`config.mk`:
```
export PLATFORM = sky130hd
export DESIGN_NAME = vc_scheduler
export DESIGN_NICKNAME = d
export VERILOG_FILES = /design/src/rtl/vc_scheduler.sv
export SDC_FILE = /design/constraint.sdc
export NUM_CORES = 1
export LEC_CHECK = 0
export ABC_AREA = 1
export CAP_MARGIN = 20
export CORE_MARGIN = 2
export CORE_UTILIZATION = 44
export CTS_BUF_LIST = sky130_fd_sc_hd__clkbuf_4
export CTS_CLUSTER_DIAMETER = 200
export DETAILED_ROUTE_END_ITERATION = 16
export HOLD_SLACK_MARGIN = 0.12
export PLACE_DENSITY = 0.86
export SYNTH_ARGS = -nofsm -noshare
export SYNTH_HDL_FRONTEND = slang
export SYNTH_SLANG_ARGS = --single-unit
```
`constraint.sdc`:
```
create_clock -name clk -period 2 [get_ports clk]
set_clock_uncertainty 0.1 [all_clocks]
set_input_delay 0.2 -clock clk [delete_from_list [all_inputs] [get_ports clk]]
set_output_delay 0.2 -clock clk [all_outputs]
set_load 0.02 [all_outputs]
```
`src/rtl/vc_scheduler.sv`:
```
// Two-VC round-robin scheduler feeding two destination FIFOs, with a small
// control FSM that owns the FIFO threshold registers and error handling.
module vc_scheduler #(
    parameter int VC_TH_W = 4,
    parameter int D_TH_W  = 2
) (
    input  logic               clk,
    input  logic               reset_L,
    input  logic               init,
    input  logic [VC_TH_W-1:0] afVC_in,
    input  logic [VC_TH_W-1:0] aeVC_in,
    input  logic [D_TH_W-1:0]  afD_in,
    input  logic [D_TH_W-1:0]  aeD_in,
    input  logic               fifo_empty_vc0,
    input  logic               fifo_empty_vc1,
    input  logic               head_dest_vc0,
    input  logic               head_dest_vc1,
    input  logic               fifo_pause_d0,
    input  logic               fifo_pause_d1,
    input  logic               fifo_empty_d0,
    input  logic               fifo_empty_d1,
    input  logic               fifo_error_any,
    output logic               pop_vc0,
    output logic               pop_vc1,
    output logic               pop_delay_vc0,
    output logic               pop_delay_vc1,
    output logic [VC_TH_W-1:0] afVC_o,
    output logic [VC_TH_W-1:0] aeVC_o,
    output logic [D_TH_W-1:0]  afD_o,
    output logic [D_TH_W-1:0]  aeD_o,
    output logic [2:0]         state,
    output logic               idle_out,
    output logic               error_out
);

    typedef enum logic [2:0] {
        S_RESET  = 3'd0,
        S_INIT   = 3'd1,
        S_IDLE   = 3'd2,
        S_ACTIVE = 3'd3,
        S_ERROR  = 3'd4
    } state_t;

    state_t cur;
    state_t nxt;
    logic   last_grant;
    logic   elig0;
    logic   elig1;

    always_comb begin
        nxt = cur;
        if (cur == S_RESET) begin
            nxt = S_INIT;
        end else if (fifo_error_any || cur == S_ERROR) begin
            nxt = S_ERROR;
        end else begin
            case (cur)
                S_INIT:   nxt = init ? S_INIT : S_IDLE;
                S_IDLE: begin
                    if (init)
                        nxt = S_INIT;
                    else if (!fifo_empty_vc0 || !fifo_empty_vc1)
                        nxt = S_ACTIVE;
                end
                S_ACTIVE: begin
                    if (init)
                        nxt = S_INIT;
                    else if (fifo_empty_vc0 && fifo_empty_vc1 && fifo_empty_d0 && fifo_empty_d1)
                        nxt = S_IDLE;
                end
                default:  nxt = cur;
            endcase
        end
    end

    // A VC is blocked when the destination its head word targets is pausing.
    assign elig0 = (cur == S_ACTIVE) && !fifo_empty_vc0 &&
                   !(head_dest_vc0 ? fifo_pause_d1 : fifo_pause_d0);
    assign elig1 = (cur == S_ACTIVE) && !fifo_empty_vc1 &&
                   !(head_dest_vc1 ? fifo_pause_d1 : fifo_pause_d0);

    assign pop_vc0 = elig0 && (!elig1 || last_grant);
    assign pop_vc1 = elig1 && (!elig0 || !last_grant);
    assign state   = cur;

    always_ff @(posedge clk or negedge reset_L) begin
        if (!reset_L) begin
            cur           <= S_RESET;
            idle_out      <= 1'b0;
            error_out     <= 1'b0;
            last_grant    <= 1'b1;
            pop_delay_vc0 <= 1'b0;
            pop_delay_vc1 <= 1'b0;
            afVC_o        <= '0;
            aeVC_o        <= '0;
            afD_o         <= '0;
            aeD_o         <= '0;
        end else begin
            cur           <= nxt;
            idle_out      <= (nxt == S_IDLE);
            error_out     <= (nxt == S_ERROR);
            pop_delay_vc0 <= pop_vc0;
            pop_delay_vc1 <= pop_vc1;
            if (pop_vc0)
                last_grant <= 1'b0;
            else if (pop_vc1)
                last_grant <= 1'b1;
            if (cur == S_INIT) begin
                afVC_o <= afVC_in;
                aeVC_o <= aeVC_in;
                afD_o  <= afD_in;
                aeD_o  <= aeD_in;
            end
        end
    end

endmodule

```
==> flow_metrics.py <==
metrics = {
    "timing": {
        "timing.final.max_slew_violations": 0,
        "worst_slew_pin_slew_ns": 0.266,
        "period_share_pct": 92.6,
        "hold_violations": 0,
        "whs_ns": 0.141,
        "clock.fmax_mhz": 540,
        "fin_crit_ns": 1.85,
        "rsz0062_at_grt": "no",
        "setup_tns_ns": 0,
        "slew_headroom_pct": 82.1,
        "finalSetupViolCount": 0,
        "setup_slack_ns": 0.148,
    },
    "floorplanning": {
        "io_pins": 45,
        "core_area_mm2": 0.00198,
        "num_rows": 16,
        "die-area_mm2": 0.00252,
        "die_h_um": 50.2,
        "start_util_pct": 47.3,
        "die_w_um": 50.2,
    },
    "critical_path": {
        "startpoint_type": "flip-flop",
        "crit_path_start": "state[2]",
        "cp-end-kind": "primary output",
        "ff2ff_path_depth": 4,
        "critical_path_class": "flip-flop to primary output",
        "crit_fanout": 3,
        "critical_path_arrival_ns": 1.55,
        "regToRegEndpoint": "afVC_o[1]",
        "reg2reg_from": "state[1]",
        "critPathRequiredTime_ns": 1.70,
        "rrSetupSlack_ns": 0.57,
    },
    "clocking": {
        "postCtsHoldBufs": 0,
        "path_clk_slew_ns": 0.10,
        "cts_setup_buffers": 0,
        "insertion_delay_ns": 0.28,
        "cts_tree": "built",
        "cts_root_buffer": "clkbuf_4",
        "cts_buffer_depth": 2,
        "clkSinkCount": 20,
        "cts_buffers": 3,
        "htreeDepth": 1,
    },
    "grt": {
        "grt_start_max_net_pins": 21,
        "antenna_found_initial": 0,
        "grt_pass1_wl_mm": 3.42,
        "grtUsageTotal_pct": 18.1,
        "overflow": 0,
        "grt_pass1_vias": 791,
    },
    "placed_design": {
        "gp_congestion": 0.754,
        "dp_hpwl_mm": 1.66,
        "numPortBuffers": 44,
        "dp_slack_ns": -0.151,
    },
    "pwr": {
        "p_switching_mw": 0.163,
        "switching_share_pct": 22.2,
        "power.total_mw": 0.734,
        "p_int_mw": 0.571,
        "power_density_mw_per_mm2": 498,
        "ir_drop_mv": 0.342,
        "p_clk_share_pct": 24.9,
        "p_leak_nw": 0.723,
        "pwr-share-comb_pct": 17.1,
        "pwr-share-seq_pct": 58.0,
    },
    "synthesis": {
        "seq_area_frac_synth_pct": 53.5,
        "synth_area_um2": 938,
        "ys_warn_count": 0,
        "synth-seq-cells": 20,
        "syn_avg_cell_area_um2": 11.0,
        "syn-instance-count": 85,
        "ys_types": 20,
        "syn_nets": 109,
    },
    "routing": {
        "vias": 798,
        "drcViolationCount": 0,
        "wl_per_cell_um": 12.5,
        "drt_wl_total_mm": 2.08,
        "antenna_left": 0,
        "drt_iter0_drc": 9,
        "viasPerCell": 4.81,
        "dr.pass1.iters": 4,
    },
    "outcome": {
        "status": "finished clean",
    },
    "finish": {
        "drive_gt1_share_pct": 23.0,
        "num_antenna_cells": 0,
        "most-common-layout-cells": "clkdlybuf4s50_1, dfrtp_1, nand2_1",
        "fin_nets": 164,
        "fillers": 130,
        "final_common_cell": "clkdlybuf4s50_1",
        "syn_to_final_growth_pct": 57.1,
    },
    "min_path": {
        "hold_path_class": "input port to asynchronous set/reset pin",
    },
    "job": {
        "cap_violations": 0,
    },
}
[Yosys cell counts]
master,number,area [µm²]
a21oi_1,4,20.0
inv_1,7,26.3
mux2_4,10,150
nand4_1,2,12.5
inv_2,1,3.75
dfrtp_1,19,475
nor2_1,7,26.3
inv_4,1,6.26
buf_6,1,11.3
nand3_2,1,10.0
nor2_2,1,6.26
buf_4,1,7.51
dfstp_2,1,26.3
mux2_2,2,22.5
nand3_1,3,15.0
nand2_1,16,60.1
nand3_4,1,17.5
o21ai_0,5,25.0
nor3_2,1,10.0
or2_2,1,6.26
[final cells by class]
class | count | area, µm² | share of cell area (%)
clock inverters | 1 | 3.75 | 0.255
repair buffers | 52 | 494 | 33.5
inverters | 9 | 36.3 | 2.46
clock buffers | 3 | 22.5 | 1.53
multi-input cells | 54 | 382 | 25.9
well taps | 27 | 33.8 | 2.29
flip-flops and latches | 20 | 502 | 34.0
[power by group through the flow]
stage               clock network [mW]  logic [mW]  registers, mW
floorplan                            0      0.0239          0.449
global placement                     0       0.123          0.433
detailed placement                   0       0.126          0.434
CTS                              0.189       0.127          0.426
global route                     0.207       0.135          0.428
finish                           0.183       0.125          0.426
[cell families (layout without fill, tap and decap cells)]
logic type	after synthesis	count (layout)	synth area share (%)
AND/OR/NAND/NOR	33	33	17.5
flip-flops	20	20	53.5
multiplexers	12	12	18.4
buffers and inverters	11	65	5.87
AO/OA/AOI/OAI	9	9	4.80
[metrics by stage]
step	area, µm²	instances	utilization [%]
6_report	1470	166	74.4
4_1_cts	1480	166	74.6
2_1_floorplan	938	85	-
5_1_grt	1470	166	74.4
3_3_place_gp	1450	162	73.4
3_5_place_dp	1450	162	73.4
[metal layers]
| layer | part of all wire (%) | routed length, µm | global-route usage [%] |
|---|---|---|---|
| met3 | 7.0 | 145 | 3.27 |
| met5 | 0 | 0 | 0 |
| met2 | 49 | 1030 | 31.6 |
| met4 | 0.82 | 17 | 6.48 |
| met1 | 43 | 891 | 22.3 |
[registers in the layout, summed over array words and instances (netlist names)]
signal / flops
aeVC_o: 4
afVC_o: 4
state: 3
aeD_o: 2
afD_o: 2
error_out: 1
idle_out: 1
last_grant: 1
pop_delay_vc0: 1
pop_delay_vc1: 1
[how the worst max path moves through the flow]
stage	end	cells past startpoint	slack, ns
4_1_cts	pop_vc1	6	0.05
3_3_place_gp	pop_vc0	7	-0.08
3_5_place_dp	pop_vc1	6	-0.15
2_1_floorplan	pop_vc1	5	0.29
5_1_grt	pop_vc0	6	0.03
6_report	pop_vc0	6	0.15
[worst max-delay path, cell delays in order, from the launching register on]
cell and delay, ns:
dfrtp_1 0.43, inv_4 0.07, nand3_2 0.09, nor3_2 0.22, nand2_1 0.08, inv_1 0.06, dlygate4sd2_1 0.32
[what timing repair did]
item | in CTS | in global routing
pin swaps | 0 | 0
setup endpoints to repair | 2 | 1
resized for setup | 2 | 3
(Power assumes the default switching activity.)
